[src/rtl/gp_chunk_adder_if.sv]
// Slice stream between operand staging, the chunk adder and the result packer.
interface gp_chunk_adder_if #(
    parameter int CHUNK_W = 8
);
    logic               in_valid;
    logic               in_ready;
    logic [CHUNK_W-1:0] a_chunk;
    logic [CHUNK_W-1:0] b_chunk;
    logic               cin;
    logic               out_valid;
    logic               out_ready;
    logic [CHUNK_W-1:0] sum_chunk;
    logic               group_g;
    logic               group_p;
    logic               out_last;
    logic               cout;

    modport master (
        output in_valid, a_chunk, b_chunk, cin, out_ready,
        input  in_ready, out_valid, sum_chunk, group_g, group_p, out_last, cout
    );

    modport slave (
        input  in_valid, a_chunk, b_chunk, cin, out_ready,
        output in_ready, out_valid, sum_chunk, group_g, group_p, out_last, cout
    );
endinterface

[src/rtl/gp_chunk_adder.sv]
// Multi-beat G/P carry resolver: builds a CHUNK_W*NUM_CHUNKS-bit sum LSB slice first,
// with a single-entry registered output stage on a valid/ready stream.
module gp_chunk_adder #(
    parameter int CHUNK_W    = 8,
    parameter int NUM_CHUNKS = 4
) (
    input  logic            clk,
    input  logic            rst_n,
    input  logic            flush,
    gp_chunk_adder_if.slave bus,
    output logic            busy
);
    localparam int               CNT_W     = (NUM_CHUNKS > 1) ? $clog2(NUM_CHUNKS) : 1;
    localparam logic [CNT_W-1:0] LAST_BEAT = CNT_W'(NUM_CHUNKS - 1);

    typedef enum logic {IDLE, ACCUM} state_e;

    state_e             state_q, state_d;
    logic [CNT_W-1:0]   beat_cnt_q, beat_cnt_d;
    logic               carry_q, carry_d;
    logic               out_valid_q, out_valid_d;
    logic [CHUNK_W-1:0] sum_q, sum_d;
    logic               gg_q, gg_d;
    logic               gp_q, gp_d;
    logic               last_q, last_d;
    logic               cout_q, cout_d;

    logic [CHUNK_W-1:0] g, p, sum;
    logic [CHUNK_W:0]   c, cg;
    logic               in_ready, accept, is_last;

    assign g = bus.a_chunk & bus.b_chunk;
    assign p = bus.a_chunk ^ bus.b_chunk;

    // Two ripples: c uses the real carry-in, cg assumes 0 to give the slice group-generate.
    always_comb begin
        c     = '0;
        cg    = '0;
        c[0]  = (state_q == IDLE) ? bus.cin : carry_q;
        for (int i = 0; i < CHUNK_W; i++) begin
            c[i+1]  = g[i] | (p[i] & c[i]);
            cg[i+1] = g[i] | (p[i] & cg[i]);
        end
    end

    assign sum      = p ^ c[CHUNK_W-1:0];
    assign is_last  = (beat_cnt_q == LAST_BEAT);
    assign in_ready = !flush && (!out_valid_q || bus.out_ready);
    assign accept   = bus.in_valid && in_ready;

    always_comb begin
        state_d    = state_q;
        beat_cnt_d = beat_cnt_q;
        carry_d    = carry_q;
        if (flush) begin
            state_d    = IDLE;
            beat_cnt_d = '0;
            carry_d    = 1'b0;
        end else if (accept) begin
            if (is_last) begin
                state_d    = IDLE;
                beat_cnt_d = '0;
                carry_d    = 1'b0;
            end else begin
                state_d    = ACCUM;
                beat_cnt_d = beat_cnt_q + CNT_W'(1);
                carry_d    = c[CHUNK_W];
            end
        end
    end

    // Output stage holds while stalled; a flush never disturbs a slice already here.
    always_comb begin
        out_valid_d = out_valid_q;
        sum_d       = sum_q;
        gg_d        = gg_q;
        gp_d        = gp_q;
        last_d      = last_q;
        cout_d      = cout_q;
        if (accept) begin
            out_valid_d = 1'b1;
            sum_d       = sum;
            gg_d        = cg[CHUNK_W];
            gp_d        = &p;
            last_d      = is_last;
            cout_d      = is_last ? c[CHUNK_W] : 1'b0;
        end else if (bus.out_ready) begin
            out_valid_d = 1'b0;
        end
    end

    always_ff @(posedge clk or negedge rst_n) begin
        if (!rst_n) begin
            state_q     <= IDLE;
            beat_cnt_q  <= '0;
            carry_q     <= 1'b0;
            out_valid_q <= 1'b0;
            sum_q       <= '0;
            gg_q        <= 1'b0;
            gp_q        <= 1'b0;
            last_q      <= 1'b0;
            cout_q      <= 1'b0;
        end else begin
            state_q     <= state_d;
            beat_cnt_q  <= beat_cnt_d;
            carry_q     <= carry_d;
            out_valid_q <= out_valid_d;
            sum_q       <= sum_d;
            gg_q        <= gg_d;
            gp_q        <= gp_d;
            last_q      <= last_d;
            cout_q      <= cout_d;
        end
    end

    assign bus.in_ready  = in_ready;
    assign bus.out_valid = out_valid_q;
    assign bus.sum_chunk = sum_q;
    assign bus.group_g   = gg_q;
    assign bus.group_p   = gp_q;
    assign bus.out_last  = last_q;
    assign bus.cout      = cout_q;
    assign busy          = (beat_cnt_q != '0);
endmodule

[src/flat_wrapper.sv]
// flat-port wrapper written by rule: the top's interface ports become plain ports
module gp_chunk_adder_flat 
#(
    parameter int CHUNK_W    = 8,
    parameter int NUM_CHUNKS = 4
)
  (clk, rst_n, flush, busy, bus_in_valid, bus_a_chunk, bus_b_chunk, bus_cin, bus_out_ready, bus_in_ready, bus_out_valid, bus_sum_chunk, bus_group_g, bus_group_p, bus_out_last, bus_cout);
  gp_chunk_adder_if #(.CHUNK_W(CHUNK_W)) bus_i ();
  input  logic clk;
  input  logic rst_n;
  input  logic flush;
  output logic busy;
  input wire logic [$bits(bus_i.in_valid)-1:0] bus_in_valid;
  input wire logic [$bits(bus_i.a_chunk)-1:0] bus_a_chunk;
  input wire logic [$bits(bus_i.b_chunk)-1:0] bus_b_chunk;
  input wire logic [$bits(bus_i.cin)-1:0] bus_cin;
  input wire logic [$bits(bus_i.out_ready)-1:0] bus_out_ready;
  output wire logic [$bits(bus_i.in_ready)-1:0] bus_in_ready;
  output wire logic [$bits(bus_i.out_valid)-1:0] bus_out_valid;
  output wire logic [$bits(bus_i.sum_chunk)-1:0] bus_sum_chunk;
  output wire logic [$bits(bus_i.group_g)-1:0] bus_group_g;
  output wire logic [$bits(bus_i.group_p)-1:0] bus_group_p;
  output wire logic [$bits(bus_i.out_last)-1:0] bus_out_last;
  output wire logic [$bits(bus_i.cout)-1:0] bus_cout;
  assign bus_i.in_valid = bus_in_valid;
  assign bus_i.a_chunk = bus_a_chunk;
  assign bus_i.b_chunk = bus_b_chunk;
  assign bus_i.cin = bus_cin;
  assign bus_i.out_ready = bus_out_ready;
  assign bus_in_ready = bus_i.in_ready;
  assign bus_out_valid = bus_i.out_valid;
  assign bus_sum_chunk = bus_i.sum_chunk;
  assign bus_group_g = bus_i.group_g;
  assign bus_group_p = bus_i.group_p;
  assign bus_out_last = bus_i.out_last;
  assign bus_cout = bus_i.cout;
  gp_chunk_adder #(.CHUNK_W(CHUNK_W), .NUM_CHUNKS(NUM_CHUNKS)) u_core (.clk(clk), .rst_n(rst_n), .flush(flush), .bus(bus_i), .busy(busy));
endmodule
[config.mk]
export PLATFORM = sky130hd
export DESIGN_NAME = gp_chunk_adder_flat
export DESIGN_NICKNAME = d
export VERILOG_FILES = /design/src/rtl/gp_chunk_adder_if.sv /design/src/rtl/gp_chunk_adder.sv /design/src/flat_wrapper.sv
export SDC_FILE = /design/constraint.sdc
export NUM_CORES = 1
export LEC_CHECK = 0
export BUFFER_PORTS_ARGS = -buffer_cell sky130_fd_sc_hd__buf_4
export CAP_MARGIN = 20
export CORE_AREA = 10 10 58 60
export DETAILED_ROUTE_END_ITERATION = 6
export DIE_AREA = 0 0 68 70
export PLACE_DENSITY = 0.88
export SLEW_MARGIN = 20
export SYNTH_ARGS = -nofsm -noshare
export SYNTH_HDL_FRONTEND = slang
export SYNTH_SLANG_ARGS = --single-unit
[constraint.sdc]
create_clock -name clk -period 4.9 [get_ports clk]
set_input_delay 0.98 -clock clk [delete_from_list [all_inputs] [get_ports clk]]
set_output_delay 0.98 -clock clk [all_outputs]
set_load 0.05 [all_outputs]
==> impl.org <==
** Yosys
- The synthesized design contains 0 enable-type register cells.
- Post-synthesis net count :: 126
- Total number of yosys warnings :: 0
- Main area contributors after synthesis :: sky130_fd_sc_hd__dfrtp_1 39%, sky130_fd_sc_hd__fa_1 15%, sky130_fd_sc_hd__ha_1 12%
- Commonest cells in the synthesized netlist :: 17 x sky130_fd_sc_hd__dfrtp_1, 10 x sky130_fd_sc_hd__ha_1, 8 x sky130_fd_sc_hd__fa_1, 8 x sky130_fd_sc_hd__inv_1, 8 x sky130_fd_sc_hd__mux2_2
- After technology mapping, the gate count stands at 86.
- Synth Register Bits :: 17
- Part of the Yosys area used for sequential elements :: 39.49%
- Unique cell type count in the Yosys netlist :: 24
- Syn Std Cell Area :: 1077 um^2
- sky130_fd_sc_hd__dfrtp_1 is the most common cell in the netlist.
- Leading area contributor after synthesis :: sky130_fd_sc_hd__dfrtp_1
- Proportion of netlist area held by the largest area contributor :: 39.49%
- Top_reg_cell synth :: sky130_fd_sc_hd__dfrtp_1
- Share of synthesized flip-flops with an asynchronous set or reset :: 100.0%
- Synth Area per Inst :: 12.53 um^2

** Global route
- The total overflow left after global routing is 0.
- Pin count of the biggest net entering global routing :: 26
- First-pass GRT wire length :: 4.264 mm
- The number of global-route vias before repair is 962.
- Number of antenna violations at the first check in global routing :: 0
- Global router's overall resource usage :: 11.42%

** Clocking
- The tree is rooted in a sky130_fd_sc_hd__clkbuf_4.
- Number of buffers added to fix hold violations after cts :: 0
- TritonCTS built the clock tree.
- The number of gates resized after CTS was 0.
- The number of setup buffers added after CTS is 0.
- Counting every sink on the clock net gives 17.
- Number of levels the H-tree was split into :: 1
- Source-to-sink clock delay at the later pin of the worst-skew pair :: 0.30 ns
- Clock edge transition at the registers on the reported setup and hold paths :: 0.11 ns
- Counting the buffers created by CTS gives 3.
- In this run the deepest clock path goes through 2 buffers.

** Place
- Cell area after placement :: 1369 um^2
- Port buffering added 36 buffers.
- DP Wirelength :: 2.265 mm
- Final GP Congestion :: 0.8789

** Die
- Once the floorplan was initialized, standard cells occupied 45.99% of the core.
- Placeable core area :: 2342 um^2
- 37 I/O pins were placed.
- The floorplan has 18 rows.
- Full die area :: 4760 um^2
- The die is 68 um wide.
- The die is 70 um tall.

** Finish
- Seq. cell area :: 425.4 um^2
- The multi-input combinational cells in the finished layout cover a total of 605.6 um^2.
- Counting the fill cells in the layout gives 203.
- After the last flow step, the layout net total stands at 165.
- Fraction of layout instances using a drive strength above 1 :: 41.94%
- Area growth from synthesis to final layout :: 29.62%
- Once layout is done, the placed cells without fillers occupy 1396 um^2.
- 0 antenna diodes ended up in the layout.

** Critical path
- Buffers & Inverters on Critical Path :: 2
- The critical path runs through a total of 12 cells.
- Startpoint of the most critical setup path :: bus_cin
- The largest single stage delay on the critical path is 0.43 ns.
- The worst setup path is captured at a flop.
- For this design, the slowest cell found on the critical path is sky130_fd_sc_hd__fa_1.
- Crit path cell chain :: buf_4 -> mux2i_1 -> fa_1 -> inv_1 -> fa_1 -> fa_1 -> fa_1 -> fa_1 -> fa_1 -> fa_1 -> fa_1 -> mux2_2
- For the worst setup path, the data required time is 5.10 ns.
- Cell mode on critical path :: sky130_fd_sc_hd__fa_1
- The worst setup path is of the in2reg kind.
- Of all nets on the critical path, the largest fanout is 1.
- In this run the critical register-to-register path is launched from u_core.state_q.
- For the worst flop-to-flop path, the logic depth is 11.
- Data arrival at the endpoint of the critical path :: 4.58 ns
- Type of origin of the critical path :: input port
- In this design, the largest share of critical-path delay is due to adder cells.

** STA
- Unrepaired setup endpoints after global routing :: no
- Rel. slew slack :: 79.83%
- Number of max-slew violations in the final report :: 0
- Clock skew on the completed layout was measured at 0.01002 ns.
- Worst slew pin tran :: 0.3007 ns
- After routing, the total negative slack on setup checks comes to 0 ns.
- Derived from the worst setup path, the maximum achievable clock frequency is 228.6 MHz.
- Final Cycle Share :: 89.27%
- Final min period :: 4.374 ns
- Setup violations remaining at the end of the flow were counted as 0.
- Final hold violation count :: 0

** Drt
- Number of antenna-violating nets in the routed design :: 0
- Routed Wire Length :: 2.632 mm
- DR vias/cell :: 5.208
- Initial drt markers :: 17
- Remaining DRCs :: 0
- The first TritonRoute pass finished after 4 iterations.
- Average routed wire per standard cell :: 17.09 um
- The routed layout has 802 vias.

** Flow run
- Number of max-cap violations :: 0

** Status
- The run finished with clean final reports.

** Pwr
- Leakage power summed over all cells :: 0.6907 nW
- IR analysis of the VDD net gives a maximum drop of 325.4 uV.
- Power spread over the standard cell area amounts to 358.5 nW/um^2.

** Worst hold path
- In this run the most critical hold path is launched from u_core.bus.sum_chunk[0].
- The path class of the tightest hold or removal check is reg2reg.
- Counting instances, the worst hold path has a depth of 2.
==> worst reg2reg max path, cell delays in order, from the launching register on <==
cell and delay [ns]:
sky130_fd_sc_hd__dfrtp_1 0.39, sky130_fd_sc_hd__mux2i_1 0.23, sky130_fd_sc_hd__fa_1 0.21, sky130_fd_sc_hd__inv_1 0.05, sky130_fd_sc_hd__fa_1 0.38, sky130_fd_sc_hd__fa_1 0.42
sky130_fd_sc_hd__fa_1 0.40, sky130_fd_sc_hd__fa_1 0.40, sky130_fd_sc_hd__fa_1 0.39, sky130_fd_sc_hd__fa_1 0.39, sky130_fd_sc_hd__fa_1 0.43, sky130_fd_sc_hd__mux2_2 0.26
==> final timing paths <==
kind | endpoint | slack, ns
setup / recovery | u_core.bus.sum_chunk[7] | 0.53
hold / removal | u_core.bus.sum_chunk[0] | 0.51
setup reg to reg | u_core.bus.sum_chunk[7] | 0.84
hold reg to reg | u_core.bus.sum_chunk[0] | 0.51
max in group asynchronous | u_core.bus.group_p | 4.18
min in group asynchronous | u_core.bus.group_g | 0.52
==> final cells by class <==
cell class | instances | share of cell area [%]
multi-input combinational | 59 | 43.37
tap | 30 | 2.688
timing repair buffer | 36 | 19.35
clock buffer | 3 | 1.613
clock inverter | 1 | 0.3584
inverter | 8 | 2.151
sequential | 17 | 30.47
==> cells by family (layout without fill, tap and decap cells) <==
logic type,after synthesis,after routing,share of synthesized area [%]
muxes,9,9,9.292
and+or+nand+nor,18,18,11.04
AOI/OAI and AO/OA,14,14,9.409
adders and majority gates,18,18,26.48
DFF,17,17,39.49
buffers and inverters,10,48,4.297
==> placed cells by master, fill, tap and decap left out, types with 2 or more instances in the layout <==
cell type and instances:
sky130_fd_sc_hd__inv_1 8, sky130_fd_sc_hd__o21ai_0 6, sky130_fd_sc_hd__nand2_1 7, sky130_fd_sc_hd__fa_1 8
sky130_fd_sc_hd__nor3_1 2, sky130_fd_sc_hd__mux2_2 8, sky130_fd_sc_hd__nand3b_1 4, sky130_fd_sc_hd__a21oi_1 2
sky130_fd_sc_hd__buf_4 36, sky130_fd_sc_hd__clkbuf_4 3, sky130_fd_sc_hd__ha_1 10, sky130_fd_sc_hd__dfrtp_1 17
==> report_power, final <==
part	internal (mW)	switching (mW)	leakage [nW]	total (mW)
sequential	0.168	0.0163	0.213	0.184
combinational	0.0845	0.153	0.460	0.237
clock	0.0304	0.0484	0.0177	0.0788
==> routing by layer <==
layer,global-route usage [%],up-vias,routed length (um)
met4,3.579,0,63
li1,-,375,-
met3,3.828,7,174
met5,0,-,0
met1,11.34,391,988
met2,21.01,29,1405
==> state kept, by name, summed over array words and instances (netlist names) <==
register	cells
u_core.beat_cnt_q	2
u_core.bus.sum_chunk	8
u_core.bus.out_valid	1
u_core.state_q	1
u_core.carry_q	1
u_core.bus.out_last	1
u_core.bus.group_p	1
u_core.bus.group_g	1
u_core.bus.cout	1
==> stage by stage <==
step	cells	total power [mW]	utilization (%)	worst slack, ns	hold WS, ns
CTS	154	0.5062	59.62	0.5076	0.5185
global placement	150	0.4193	58.44	0.3153	0.4727
global route	154	0.5271	59.62	0.3664	0.5237
detailed placement	150	0.4288	58.44	0.1879	0.4938
floorplan	86	0.3391	-	0.5007	0.4791
finish	154	0.5005	59.62	0.5257	0.5080
Note: power is estimated with default switching activity, not from simulation.
